[src/rtl/sad_pe_acc.sv]
// Windowed sum-of-absolute-differences processing element with a saturating accumulator.
// Optional result saturation flag output res_sat, enabled by defining SAD_SAT_FLAG_EN.
module sad_pe_acc #(
    parameter int DATA_W    = 8,
    parameter int WIN_LEN   = 16,
    parameter int ACC_W     = 12,
    parameter int THRESHOLD = 500
) (
    input  logic              clk,
    input  logic              rst,
    input  logic              in_valid,
    output logic              in_ready,
    input  logic [DATA_W-1:0] in_t,
    input  logic [DATA_W-1:0] in_i,
    output logic              res_valid,
    input  logic              res_ready,
    output logic [ACC_W-1:0]  res_sad
`ifdef SAD_SAT_FLAG_EN
    ,
    output logic              res_sat
`endif
);

    localparam int SUM_W = ACC_W + 1;
    localparam int CNT_W = (WIN_LEN > 2) ? $clog2(WIN_LEN) : 1;
    localparam logic [CNT_W-1:0] CNT_LAST = CNT_W'(WIN_LEN - 1);
    localparam logic [SUM_W-1:0] THRESH_X = SUM_W'(THRESHOLD);

    typedef enum logic {ST_ACC, ST_DONE} state_t;

    state_t             state_q, state_d;
    logic [ACC_W-1:0]   acc_q, acc_d;
    logic [CNT_W-1:0]   cnt_q, cnt_d;
    logic [ACC_W-1:0]   res_sad_q, res_sad_d;
    logic [DATA_W-1:0]  diff;
    logic [SUM_W-1:0]   sum;
    logic [ACC_W-1:0]   sum_clamped;
    logic               accept;
    logic               win_last;
`ifdef SAD_SAT_FLAG_EN
    logic               sat_seen_q, sat_seen_d;
    logic               res_sat_q, res_sat_d;
    logic               sum_hit;
`endif

    function automatic logic [DATA_W-1:0] abs_diff(input logic [DATA_W-1:0] a,
                                                   input logic [DATA_W-1:0] b);
        return (a >= b) ? (a - b) : (b - a);
    endfunction

    function automatic logic [ACC_W-1:0] clamp_sum(input logic [SUM_W-1:0] s);
        return (s < THRESH_X) ? s[ACC_W-1:0] : THRESH_X[ACC_W-1:0];
    endfunction

    // State register
    always_ff @(posedge clk) begin
        if (rst) begin
            state_q <= ST_ACC;
        end else begin
            state_q <= state_d;
        end
    end

    assign accept   = in_valid && (state_q == ST_ACC);
    assign win_last = accept && (cnt_q == CNT_LAST);

    // Next-state logic
    always_comb begin
        state_d = state_q;
        case (state_q)
            ST_ACC:  if (win_last) state_d = ST_DONE;
            ST_DONE: if (res_ready) state_d = ST_ACC;
            default: state_d = ST_ACC;
        endcase
    end

    // Output decode: both handshakes depend on state only
    always_comb begin
        in_ready  = (state_q == ST_ACC);
        res_valid = (state_q == ST_DONE);
    end

    // Datapath: sum is one bit wider than acc so the clamp compare never wraps
    always_comb begin
        diff        = abs_diff(in_t, in_i);
        sum         = SUM_W'(acc_q) + SUM_W'(diff);
        sum_clamped = clamp_sum(sum);
        acc_d       = acc_q;
        cnt_d       = cnt_q;
        res_sad_d   = res_sad_q;
`ifdef SAD_SAT_FLAG_EN
        sum_hit     = (sum >= THRESH_X);
        sat_seen_d  = sat_seen_q;
        res_sat_d   = res_sat_q;
`endif
        if (accept) begin
            acc_d = sum_clamped;
            cnt_d = win_last ? '0 : cnt_q + CNT_W'(1);
`ifdef SAD_SAT_FLAG_EN
            sat_seen_d = win_last ? 1'b0 : (sat_seen_q | sum_hit);
`endif
        end
        if (win_last) begin
            res_sad_d = sum_clamped;
`ifdef SAD_SAT_FLAG_EN
            res_sat_d = sat_seen_q | sum_hit;
`endif
        end
        if ((state_q == ST_DONE) && res_ready) begin
            acc_d = '0;
        end
    end

    always_ff @(posedge clk) begin
        if (rst) begin
            acc_q      <= '0;
            cnt_q      <= '0;
            res_sad_q  <= '0;
`ifdef SAD_SAT_FLAG_EN
            sat_seen_q <= 1'b0;
            res_sat_q  <= 1'b0;
`endif
        end else begin
            acc_q      <= acc_d;
            cnt_q      <= cnt_d;
            res_sad_q  <= res_sad_d;
`ifdef SAD_SAT_FLAG_EN
            sat_seen_q <= sat_seen_d;
            res_sat_q  <= res_sat_d;
`endif
        end
    end

    assign res_sad = res_sad_q;
`ifdef SAD_SAT_FLAG_EN
    assign res_sat = res_sat_q;
`endif

endmodule

[config.mk]
export PLATFORM = sky130hd
export DESIGN_NAME = sad_pe_acc
export DESIGN_NICKNAME = d
export VERILOG_FILES = /design/src/rtl/sad_pe_acc.sv
export SDC_FILE = /design/constraint.sdc
export NUM_CORES = 1
export LEC_CHECK = 0
export ABC_AREA = 1
export CELL_PAD_IN_SITES_DETAIL_PLACEMENT = 2
export CELL_PAD_IN_SITES_GLOBAL_PLACEMENT = 2
export CORE_ASPECT_RATIO = 1.75
export CORE_MARGIN = 3
export CORE_UTILIZATION = 27
export CTS_CLUSTER_DIAMETER = 100
export CTS_CLUSTER_SIZE = 28
export DETAILED_ROUTE_END_ITERATION = 7
export PLACE_DENSITY_LB_ADDON = 0.1
export SYNTH_ARGS = -nofsm -noshare
export SYNTH_HDL_FRONTEND = slang
export SYNTH_SLANG_ARGS = --single-unit
[constraint.sdc]
create_clock -name clk -period 3.76 [get_ports clk]
set_clock_uncertainty 0.1 [all_clocks]
set_input_delay 0.94 -clock clk [delete_from_list [all_inputs] [get_ports clk]]
set_output_delay 0.94 -clock clk [all_outputs]
set_load 0.005 [all_outputs]
==> key figures, run 1 <==
Clock tree
  • Clock Latency Late Sink: 0.27 ns
  • TritonCTS Sinks: 29
  • CTS tree: done
  • Total CTS buffers: 5
  • Root buf cell: clkbuf_16
  • Clk buf depth: 2
  • Post-CTS Hold Fix Bufs: 0
  • Clock transition at path regs: 0.05 ns
  • CTS H-Tree Depth: 2

Outcome
  • Failing checks: setup timing
  • Status: finished, violations left

Flow run
  • Max cap viols: 0

STA
  • Pins Over Slew Limit: 0
  • Final hold violation count: 0
  • Fmax achieved: 248 MHz
  • Worst-Margin Slew: roughly 0.54 ns
  • Max_slew headroom: 63.7%
  • RSZ-0062 raised after global routing: true
  • Clock period minus worst slack: 4.03 ns
  • Final setup fails: 18
  • Period utilisation layout: 107%
  • Setup TNS: -3.45 ns
  • Final worst slack: -0.269 ns

GRT
  • Initial antenna violation count: 0
  • Number of global-route vias before repair: between 3,000 and 4,000
  • Global router's overall resource usage: 21.2%
  • First-pass GRT wire length: 16.9 mm
  • Grt total ovfl: 0
  • Pin count of the biggest net entering global routing: 17

Drt
  • Via count: approximately 3,000
  • First-pass iteration count of the detailed router: 4
  • Detail Route Antenna Nets: 0
  • Met3 WL: 182 µm
  • Wire per inst: 20.0 µm
  • 1st-iter DRT viols: 81
  • Post-Route M1 WL: between 3 and 4 mm
  • Top layer in use: met4
  • Residual DRC: 0
  • Metal2 WL: 7.54 mm
  • Vias per cell: around 4.9
  • Final WL: 12.1 mm

Yosys
  • Post-synth net total: about 420
  • Area leader, netlist: dfxtp_1
  • Mapped Cells: about 380
  • Mapped Area: 2470 µm²
  • Mean post-synth cell area: 6.58 µm²
  • Sequential fraction of the synthesis area: roughly a quarter
  • YS warnings: 0
  • #FFs+latches synth: 29
  • Distinct cell type count after synthesis: 34
  • Yosys top cell area share: 23.5%
  • Area contributors post-synth: dfxtp_1, nand2_1, ha_1, inv_1, nor2_1

Power
  • Pwr/cell area: 487 nW/µm²
  • Maximum vdd drop: 0.000203 V
  • Leakage Power: 2.01 nW

Critical path
  • FF-to-FF setup slack: 1.31 ns
  • Critical path type: primary input to flop
  • CP Launch Type: primary input
  • Crit-path max FO: 5
  • Crit end category: flop
  • Worst EP arrival: 4.09 ns
  • Critical path required time: between 3 and 4 ns

Place
  • Cell Area, Placed: ~3400 µm²
  • Detail Placement HPWL: 7.31 mm
  • Number of port buffers: 33
  • Placer's final routability congestion estimate: approximately 0.76

Floorplan
  • CORE AREA: roughly 9000 µm²
  • Die width: roughly 78 µm
  • Row count: 45
  • Starting Density: between 20 and 30%
  • Boundary Pins: 34
  • Die Area: between 10,000 and 15,000 µm²
  • Die Ht: between 100 and 150 µm

Cells and area
  • Design Area, Final: between 4000 and 5000 µm²
  • Register area: roughly 580 µm²
  • Share of layout cells above drive strength 1: ~50%
  • Fin nets: 536
  • Area growth syn-to-layout: 74.0%
  • Diodes inserted: 0
  • Filler Cells Inserted: 1,021
  • Final Util: 49.0%
  • Multi-input gate area: 2270 µm²

Min path
  • Min-delay worst type: flop to flop
-- layer usage --
metal / vias to the layer above / GRT usage (%)
li1: 1412 / -
met1: 1466 / 18.2
met2: 71 / 45.1
met3: 40 / 1.02
met4: 0 / 12.1
met5: - / 0
-- cell usage after synthesis --
master / count
nor2_1: 34
or2_2: 1
nor2_4: 2
nand4_1: 12
a31oi_1: 1
xnor2_1: 3
mux2i_1: 1
o21ai_0: 18
a21oi_2: 2
a21o_1: 2
dfxtp_1: 29
xor2_1: 10
nor3_2: 1
clkbuf_1: 4
nor2_8: 1
nand2_2: 6
o21ai_1: 6
nor3_1: 4
nand3_1: 14
nand3_2: 2
o31ai_1: 1
inv_1: 70
o21bai_1: 1
nand2_1: 88
nor2_2: 6
a221oi_2: 1
or2_1: 1
buf_2: 3
nand3b_1: 3
inv_2: 2
fa_1: 3
ha_1: 24
a21oi_1: 19
nand3_4: 1
-- worst max-delay path, stage by stage --
cell     delay, ns
buf_8         0.08
buf_6         0.09
ha_4          0.13
inv_2         0.04
fa_2          0.36
a21oi_4       0.19
inv_2         0.08
nand2_4       0.07
nand3_4       0.14
inv_4         0.13
buf_6         0.10
nand2_2       0.04
nand2_2       0.07
inv_2         0.04
ha_4          0.31
nand2_4       0.08
nor2_4        0.20
nand3_4       0.13
nand4_1       0.18
nand2_4       0.12
nor2_4        0.16
nand4_1       0.16
nor2_1        0.16
nor2_1        0.06
-- registers in the layout, indices dropped and copies added, names as in the netlist --
signal	flops
cnt_q	4
res_valid	1
res_sad	12
acc_q	12
-- repair_timing --
| action | CTS | global route |
|---|---|---|
| cloned | 4 | 0 |
| resized for setup | 136 | 74 |
| setup buffers | 11 | 11 |
| endpoints found under the setup margin | 18 | 18 |
| pin swaps | 57 | 68 |
-- per-stage QoR --
step / setup slack, ns / cells / power [W] / hold slack (ns)
2_1_floorplan: 0.00193 / 376 / 0.000863 / 0.335
3_3_place_gp: -1.11 / 573 / 0.00123 / 0.327
3_5_place_dp: -1.16 / 573 / 0.00126 / 0.337
4_1_cts: -0.183 / 596 / 0.00191 / 0.345
5_1_grt: -0.433 / 607 / 0.00222 / 0.359
6_report: -0.269 / 607 / 0.00209 / 0.342
-- cell type report --
type	instances	share of cell area, %
flip-flops and latches	29	13.5
well taps	117	3.40
repair buffers	109	20.6
clock buffers	6	3.00
multi-input cells	272	52.9
clock inverters	2	0.233
inverters	72	6.46
-- power breakdown --
part | internal, W | switching, W | leakage (nW)
Clock | 0.000242 | 0.000134 | 0.0706
Sequential | 0.000331 | 0.0000289 | 0.236
Combinational | 0.000586 | 0.000773 | 1.70
-- path summary, 6_finish.rpt --
path,to,from,cells past startpoint
min reg2reg,res_sad[11],res_sad[11],2
max,acc_q[2],in_i[0],24
min,res_sad[11],res_sad[11],2
max reg2reg,acc_q[7],acc_q[0],15
-- cells by family after synthesis --
kind of cell,synth area share [%]
simple gates,33.3
buf+inv,12.1
compound gates,11.5
flops,23.5
fa+ha+maj,14.6
xor+xnor,4.61
mux,0.405
-- cells in the final DEF, fill, tap and decap left out, types with 5 or more instances in the layout --
cell type	netlist	final
buf_4	0	71
nand2_1	88	53
inv_1	70	46
dfxtp_1	29	29
nand2_2	6	26
nor2_1	34	26
inv_2	2	23
clkdlybuf4s50_1	0	17
nand2_4	0	15
o21ai_0	18	14
ha_4	0	13
nor2_4	2	12
nand4_1	12	12
xor2_1	10	9
a21oi_1	19	9
a21oi_2	2	7
nand3_2	2	7
nand3_1	14	7
clkbuf_2	0	7
nor2_2	6	6
ha_1	24	6
buf_6	0	6
a21oi_4	0	5
nand3_4	1	5
ha_2	0	5
clkbuf_16	0	5
dlygate4sd2_1	0	5
Note: power is estimated with default switching activity, not from simulation.
==> run 2, diff against run 1 <==
--- a/config.mk
+++ b/config.mk
@@ -8,7 +8,6 @@
 export ABC_AREA = 1
 export CELL_PAD_IN_SITES_DETAIL_PLACEMENT = 2
 export CELL_PAD_IN_SITES_GLOBAL_PLACEMENT = 2
-export CORE_ASPECT_RATIO = 1.75
 export CORE_MARGIN = 3
 export CORE_UTILIZATION = 27
 export CTS_CLUSTER_DIAMETER = 100
==> run 2 against run 1 <==
  * The flow still finishes with violations (setup timing)
  * Sequential power about the same
  * Sequential share of layout area increased by 0.90 points
  * Register-to-register slack got worse by 0.16 ns
  * First-iteration DRC count decreased by 2.5%
  * Setup slack got worse by 0.21 ns
  * Design area decreased by 6.2%
  * Critical path depth increased by 1
  * Worst hold slack got worse by 0.0042 ns
  * Critical path type unchanged
  * Critical endpoint is now acc_q[4]
==> key figures, run 2 (synthesis gave the netlist of run 1 again) <==
Clock tree
  • Total CTS buffers: 5
  • CTS H-Tree Depth: 2
  • TritonCTS Sinks: 29
  • Clock Latency Late Sink: 0.28 ns
  • Clock transition at path regs: 0.06 ns
  • Root buf cell: clkbuf_8
  • CTS tree: done
  • Post-CTS Hold Fix Bufs: 0
  • Clk buf depth: 2

Cells and area
  • Fin nets: approximately 530
  • Commonest non-fill, non-tap cell in the layout: buf_4
  • Filler Cells Inserted: between 1,000 and 1,500
  • Diodes inserted: 0
  • Area growth syn-to-layout: 63.2%
  • Share of layout cells above drive strength 1: 41.7%
  • Most frequent cells in the layout: buf_4, nand2_1, inv_1, dfxtp_1, nor2_1
  • Final Util: a little under half
  • Fin cells: 595

Drt
  • Via count: around 2,900
  • Final WL: roughly 12 mm
  • Wire per inst: 20.1 µm
  • Vias per cell: 4.94
  • 1st-iter DRT viols: roughly 80
  • First-pass iteration count of the detailed router: 4
  • Detail Route Antenna Nets: 0
  • Residual DRC: 0

Power
  • Pwr/cell area: 485 nW/µm²
  • Maximum vdd drop: 0.000181 V
  • Leakage Power: 1.90 nW

Place
  • Placer's final routability congestion estimate: between 0.8 and 0.9
  • Dpl ws: -0.931 ns
  • Detail Placement HPWL: 6.96 mm
  • Placed Cells: 561
  • Number of port buffers: 33

Outcome
  • Status: finished, violations left
  • Failing checks: setup timing

Critical path
  • Critical path required time: ~3.8 ns
  • Worst EP arrival: 4.30 ns
  • Setup crit start: in_i[1]
  • Crit end category: flop
  • CP Launch Type: primary input
  • Critical path type: primary input to flop
  • Worst r2r src: acc_q[0]
  • Crit-path max FO: 6

STA
  • Period utilisation layout: 113%
  • Final setup fails: 18
  • Final hold violation count: 0
  • Max_slew headroom: between 50% and 60%
  • RSZ-0062 raised after global routing: true
  • Clock period minus worst slack: approximately 4.2 ns
  • Worst-Margin Slew: approximately 0.74 ns
  • Pins Over Slew Limit: 0
  • Fmax achieved: 236 MHz
  • Final worst slack: -0.483 ns

Floorplan
  • CORE AREA: between 8000 and 9000 µm²
  • Row count: 34
  • Boundary Pins: 34
  • Die Area: 10,300 µm²
  • Die width: 102 µm
  • Die Ht: 102 µm
  • Starting Density: 28.1%

GRT
  • First-pass GRT wire length: 16.1 mm
  • Pin count of the biggest net entering global routing: 17
  • Initial antenna violation count: 0
  • Number of global-route vias before repair: around 3,200
  • Global router's overall resource usage: between 20% and 30%
  • Grt total ovfl: 0

Flow run
  • Max cap viols: 0

Min path
  • Min-delay worst type: flop to flop
  • HP Start: res_sad[10]
-- run 2: cell types whose count changed in the layout (fill, tap and decap cells not counted), moves of 4 or more --
| cell | previous run | this run |
|---|---|---|
| nand2_1 | 53 | 67 |
| nand2_4 | 15 | 4 |
| clkbuf_2 | 7 | 1 |
| clkbuf_8 | 0 | 6 |
| clkbuf_16 | 5 | 0 |
| inv_1 | 46 | 51 |
| nor2_4 | 12 | 7 |
| buf_4 | 71 | 75 |
| inv_2 | 23 | 19 |
| nand3_1 | 7 | 11 |
| nor2_2 | 6 | 10 |
-- run 2: path summary, 6_finish.rpt --
kind                               endpoint  slack, ns  cells after the start
worst max-delay path               acc_q[4]      -0.48                     25
worst min-delay path            res_sad[10]       0.34                      2
worst max register to register     acc_q[4]       1.15                     15
worst min register to register  res_sad[10]       0.34                      2
-- run 2: area by class of cell --
type | instances | area (µm²) | share of cell area (%)
Sequential cell | 29 | 581 | 14.4
Timing Repair Buffer | 110 | 907 | 22.5
Tap cell | 108 | 135 | 3.35
Inverter | 72 | 275 | 6.82
Clock buffer | 7 | 86.3 | 2.14
Multi-Input combinational cell | 269 | 2050 | 50.8
-- run 2: critical path: stages --
cell	delay, ns
clkdlybuf4s15_2	0.21
inv_1	0.09
fa_2	0.40
a21oi_4	0.21
inv_2	0.07
nand2_2	0.09
nand3_4	0.14
inv_4	0.10
buf_4	0.13
nand2_1	0.08
nand2_1	0.11
inv_2	0.05
ha_4	0.29
nand2_2	0.08
buf_4	0.14
inv_1	0.06
nand2_1	0.10
nand2_1	0.13
nand2_1	0.10
nand2_2	0.11
nor2_4	0.07
nand3_4	0.08
nand4_1	0.20
nor2_2	0.23
nor2_2	0.05
-- run 2: timing repair --
action,CTS,global route
gates cloned,1,0
resized for setup,117,32
hold endpoints to repair,0,0
buffers inserted,15,11
pin swaps,57,40
endpoints found under the setup margin,18,18
-- run 2: layer usage --
| layer | vias to the layer above | share of wire [%] | GRT usage, % |
|---|---|---|---|
| li1 | 1407 | - | - |
| met4 | 0 | 2.2 | 4.70 |
| met1 | 1454 | 41 | 24.3 |
| met3 | 19 | 2.0 | 3.10 |
| met2 | 57 | 55 | 36.9 |
| met5 | - | 0 | 0 |
-- run 2: metrics by stage --
stage          total power [W]  TNS (ns)  hold WS (ns)  instance area, µm²
3_5_place_dp           0.00126    -15.91         0.340                3320
2_1_floorplan         0.000863         0         0.335                2500
3_3_place_gp           0.00123    -13.74         0.329                3320
6_report               0.00196     -6.84         0.338                4040
4_1_cts                0.00175     -1.43         0.350                3860
5_1_grt                0.00207    -10.23         0.375                4040
-- run 2: report_power, final --
group / leakage (nW) / switching (W) / internal [W]
registers: 0.236 / 0.0000307 / 0.000330
logic: 1.62 / 0.000766 / 0.000569
clock network: 0.0443 / 0.000119 / 0.000145
total: 1.90 / 0.000915 / 0.00104
